`config.mk`:
```
export PLATFORM = sky130hd
export DESIGN_NAME = smart_counter
export DESIGN_NICKNAME = d
export VERILOG_FILES = /design/src/rtl/smart_counter.sv
export SDC_FILE = /design/constraint.sdc
export NUM_CORES = 1
export LEC_CHECK = 0
export ABC_AREA = 1
export CELL_PAD_IN_SITES_DETAIL_PLACEMENT = 0
export CELL_PAD_IN_SITES_GLOBAL_PLACEMENT = 2
export CORE_ASPECT_RATIO = 0.7
export CORE_MARGIN = 4
export CORE_UTILIZATION = 21
export CTS_BUF_LIST = sky130_fd_sc_hd__clkbuf_4 sky130_fd_sc_hd__clkbuf_8 sky130_fd_sc_hd__clkbuf_16
export DETAILED_ROUTE_END_ITERATION = 10
export PLACE_DENSITY_LB_ADDON = 0.1
export SYNTH_ARGS = -nofsm -noshare
export SYNTH_HDL_FRONTEND = slang
export SYNTH_SLANG_ARGS = --single-unit
```
`constraint.sdc`:
```
create_clock -name clk -period 1.55 [get_ports clk]
set_input_delay 0.31 -clock clk [delete_from_list [all_inputs] [get_ports clk]]
set_output_delay 0.31 -clock clk [all_outputs]
set_load 0.03 [all_outputs]
```
`src/rtl/smart_counter.sv`:
```
// Loadable, enable-gated up-counter with clamped load, terminal-count and wrap pulse.
// Define SMART_COUNTER_SATURATE_EN to hold at MAX_VALUE instead of wrapping.
module smart_counter #(
    parameter int              WIDTH     = 8,
    parameter logic [WIDTH-1:0] MAX_VALUE = '1
) (
    input  logic             clk,
    input  logic             reset,
    input  logic             enable,
    input  logic             load,
    input  logic [WIDTH-1:0] data_in,
    output logic [WIDTH-1:0] count_out,
    output logic             terminal_count,
    output logic             wrap
);

    // Loaded values above MAX_VALUE would leave the counter outside its modulus.
    function automatic logic [WIDTH-1:0] clamp_to_max(input logic [WIDTH-1:0] value);
        clamp_to_max = (value > MAX_VALUE) ? MAX_VALUE : value;
    endfunction

    logic at_max;

    assign at_max         = (count_out == MAX_VALUE);
    assign terminal_count = at_max;

    always_ff @(posedge clk) begin
        if (reset) begin
            count_out <= '0;
            wrap      <= 1'b0;
        end else if (load) begin
            count_out <= clamp_to_max(data_in);
            wrap      <= 1'b0;
        end else if (enable) begin
            if (at_max) begin
`ifdef SMART_COUNTER_SATURATE_EN
                count_out <= MAX_VALUE;
                wrap      <= 1'b0;
`else
                count_out <= '0;
                wrap      <= 1'b1;
`endif
            end else begin
                count_out <= count_out + 1'b1;
                wrap      <= 1'b0;
            end
        end else begin
            wrap <= 1'b0;
        end
    end

endmodule

```
# Word-level counts from Yosys, hierarchy flattened
# Cells that the tools add are included.
[totals]
wordCells = 13
in_bits = 12
out_inout_bits = 10
reg_bits = 9
[op_classes]
reduce_logical = 2
muxes = 5
order_cmp = 1
n_bitwise = 1
n_eq_ne = 1
n_addsub = 1
[op_table]
columns = ["operator", "count"]
rows = [
  ["8-bit 2-to-1 mux", 4],
  ["8-bit by 1-bit adder with 8-bit output, second input constant", 1],
  ["8-bit == test, second input constant", 1],
  ["8-bit > comparator, second input constant", 1],
  ["3-bit OR reduction", 1],
  ["2-bit nonzero test", 1],
  ["1-bit 2-to-1 mux", 1],
  ["1-bit inverter", 1],
]

# Depth between registers and ports, before layout
# Gate-level depths: netlist of run 1.
[logic_depth]
word_depth = 4
mapped_depth = 8
mapped_depth_nobuf = 8

# Worst setup path after synthesis of run 1
# OpenSTA, ideal clock, no wires.
[synth_path]
path_type = "reg-to-output"
start = "register count_out[1]"
end = "output port terminal_count"
setup_slack_ps = -12
path_buffers = 0
required_time_ps = 1240
path_stages_with_launch = 6
arrival_time_ps = 1252
path_cell_list = "dfxtp_1 -> ha_1 -> nand2_2 -> nor2_1 -> nand2_1 -> inv_1"
[synth_via]
elab_chain_len = 1
[synth_lines]
columns = ["element", "line_no", "rtl"]
rows = [
  ["from (decl)", "12", "output logic [WIDTH-1:0] count_out,"],
  ["from (signal assigned)", "32", "count_out <= clamp_to_max(data_in);"],
  ["from (signal assigned)", "44", "count_out <= count_out + 1'b1;"],
  ["8-bit == test", "24", "assign at_max = (count_out == MAX_VALUE);"],
  ["to (decl)", "13", "output logic terminal_count,"],
]
# Every way passes these cells.

# Worst setup path in the final report of run 1
[layout_path]
start = "register wrap"
end = "output port wrap"
[layout_lines]
columns = ["element", "line_no", "rtl"]
rows = [
  ["from (decl)", "14", "output logic wrap"],
  ["from (signal assigned)", "30", "wrap <= 1'b0;"],
  ["from (signal assigned)", "33", "wrap <= 1'b0;"],
  ["from (signal assigned)", "41", "wrap <= 1'b1;"],
]
# No word-level cell between the ends.

==> results of run 1 <==
[report_power, final]
part	internal, mW	switching [mW]	total (mW)
clock	0.198	0.104	0.301
combinational	0.0767	0.0832	0.160
sequential	0.244	0.0122	0.256
total	0.519	0.199	0.718
[sequential cells by signal (all words and copies together), names as in the netlist]
register	flops
wrap	1
count_out	8
[synth_stat cells]
library cell	number	area share, %
a21oi_1	4	3.6
nand2_2	4	4.5
clkinv_2	1	0.90
a21oi_2	1	1.6
a22o_1	1	1.6
a31oi_1	3	3.4
buf_6	1	2.0
nand3b_1	1	1.4
nor2_2	2	2.3
buf_4	1	1.4
nor2_4	1	2.0
o21bai_2	1	2.0
inv_1	5	3.4
nand2_1	20	14
o21ai_0	1	0.90
inv_2	2	1.4
o21bai_1	1	1.4
nor3_1	1	0.90
nor2_1	8	5.4
ha_1	1	2.3
nand3_1	5	4.5
a22oi_1	4	5.4
dfxtp_1	9	33
xor2_1	1	1.6
[through the flow]
| step | hold slack, ns | utilization [%] | worst slack (ns) | instances |
|---|---|---|---|---|
| CTS | 0.527 | 36.4 | 0.0215 | 145 |
| floorplan | 0.465 | - | 0.130 | 79 |
| finish | 0.579 | 37.3 | 0.0323 | 146 |
| global placement | 0.496 | 33.9 | 0.0266 | 140 |
| global route | 0.615 | 37.3 | -0.00498 | 146 |
| detailed placement | 0.508 | 33.9 | 0.0310 | 140 |
[per-layer routing]
metal,part of all wire (%),vias up
met4,0,0
li1,-,328
met2,37,16
met1,57,274
met3,5.8,0
met5,0,-
[area by class of cell]
class | instances | share of cell area (%)
multi-input cells | 60 | 37.0
repair buffers | 31 | 29.7
flip-flops and latches | 9 | 20.1
clock buffers | 4 | 5.23
well taps | 34 | 4.56
inverters | 8 | 3.36
[what timing repair did]
action	CTS	global route
endpoints found under the setup margin	9	1
buffers inserted	1	1
gates resized for setup	11	6
pin swaps	1	2
[placed cells by master (no fill, tap or decap), types with 2 or more instances in the layout]
| cell | instances |
|---|---|
| clkbuf_8 | 3 |
| clkdlybuf4s50_1 | 12 |
| nand3_1 | 5 |
| dlygate4sd2_1 | 8 |
| a22oi_1 | 4 |
| dfxtp_1 | 7 |
| nand2_2 | 4 |
| inv_2 | 3 |
| a21oi_1 | 4 |
| a31oi_1 | 3 |
| nand2_1 | 19 |
| nor2_1 | 7 |
| buf_4 | 10 |
| inv_1 | 4 |
| dfxtp_4 | 2 |
| nor2_2 | 3 |
[path summary, 6_finish.rpt]
kind	cells past startpoint	endpoint	slack [ns]
worst min-delay path	3	count_out[0]	0.58
worst max register to register	9	count_out[5]	0.27
worst min register to register	3	count_out[0]	0.58
worst max-delay path	1	wrap	0.03
[cell families after synthesis]
group	Yosys count
compound gates	16
fa+ha+maj	1
simple gates	42
xor+xnor	1
buf+inv	10
flops	9
==> impl_metrics.toml, run 1 <==
[final_layout]
syn_to_final_growth_pct = 68.6
layout-drive-gt1-share_pct = 29.5
multiInputGateArea_um2 = 345
nets = 126
seq_area_um2 = 188
insertedDiodeCount = 0
post-route-cell-area_um2 = 932
n_fill_cell = 275

[clock_tree]
cts.path.max_buffers = 2
clock_latency_ns = 0.24
cts_buffers = 3
cts_hold_buf = 0
cts_root_buffer = "clkbuf_8"
cts_num_sinks = 9
cts_tree = "done"
htreeDepth = 1
clk_pin_slew_ns = 0.05

[logic_synthesis]
synth_compound_area_share_pct = 19.9
syn_area_per_cell_um2 = 7.00
synth_top_family_by_area = "simple AND/OR/NAND/NOR gates"
synth_nets = 92
synth_xor_xnor_area_share_pct = 1.58
yosysWarnings = 0
ys_seq_area_share_pct = 32.6
syn_area_um2 = 553
synth_cell_type_count = 24
ys_ff_latch = 9
yosys.area_share.simple_pct = 34.6
muxShareOfSynthArea_pct = 0
synth_cells = 79
synthAdderAreaFrac_pct = 2.26

[worst_setup_path]
crit_type = "flop to output port"
start_kind = "flop"
end_kind = "output port"
critPathRequiredTime_ns = 1.24
rr_startpoint = "count_out[0]"
path_max_fanout = 1
path_delay_family = "buffers and inverters"
crit_chain = "clkdlybuf4s50_1"
path_buf_inv = 1
slowest_delay_ns = 0.66
crit_arrival_ns = 1.21
cpMaxStageDelayCell = "clkdlybuf4s50_1"
crit_start = "wrap"

[floorplanning]
fp.dieH_um = 50.9
rows = 15
die_width_um = 69.3
core_area_mm2 = 0.00250
dieArea_mm2 = 0.00353
initial_core_util_pct = 22.2
ioPinCount = 22

[route]
via_count = 618
viasPerCell = 4.23
first_pass_iters = 4
wirelength_mm = 1.73
ant_nets = 0
first_iter_violations = 14
drc_errors = 0
wl_per_cell_um = 11.9

[global_routing]
globalRouteOverflowTotal = 0
busiest_layer = "met1"
grt_use_met3_pct = 5.70
first_global_vias = 585
grt_max_degree = 10
grt_pass1_wl_mm = 2.89
grt_antenna_before_repair = 0
grt_util_met2_pct = 14.2
met1_usage_pct = 15.0
gr-usage-all-layers_pct = 10.7

[min_path]
hold_class = "flop to flop"
min_from = "count_out[0]"

[sta]
setup_viol = 0
fmax_ghz = 0.659
setup_tns_ns = 0
min_period_over_period_pct = 97.9
worst_slew_pin_slew_ns = 0.402
drv_slew = 0
min_period_ns = 1.52
hold_viol_final = 0
relSlewSlack_pct = 73.1
skew_ns = 0.00455

[placement]
portBuffers = 21
dp.final_hpwl_mm = 1.34
gp_congestion = 0.792
placed_cell_area_um2 = 847

[power_and_ir_drop]
powerDensity_mw_per_mm2 = 770
vdd_drop_max_uv = 435
total_power_uw = 718
p_leak_nw = 0.410

[flow_run]
cap_violations = 0

[run_status]
status = "finished clean"
Note: power is estimated with default switching activity, not from simulation.
==> inputs of run 2 (changes only) <==
--- a/config.mk
+++ b/config.mk
@@ -14,6 +14,7 @@
 export CTS_BUF_LIST = sky130_fd_sc_hd__clkbuf_4 sky130_fd_sc_hd__clkbuf_8 sky130_fd_sc_hd__clkbuf_16
 export DETAILED_ROUTE_END_ITERATION = 10
 export PLACE_DENSITY_LB_ADDON = 0.1
+export SKIP_LAST_GASP = 1
 export SYNTH_ARGS = -nofsm -noshare
 export SYNTH_HDL_FRONTEND = slang
 export SYNTH_SLANG_ARGS = --single-unit
==> results of run 2 <==
The final DEF is identical to that of run 1; final timing and power are the same.
Among the figures that moved: number of gates resized after CTS 11 -> 9; wire length of the first global-routing pass 2890 um -> 2880 um; overall routing resource usage 10.7% -> 10.6%; met1 usage 15.0% -> 14.8%
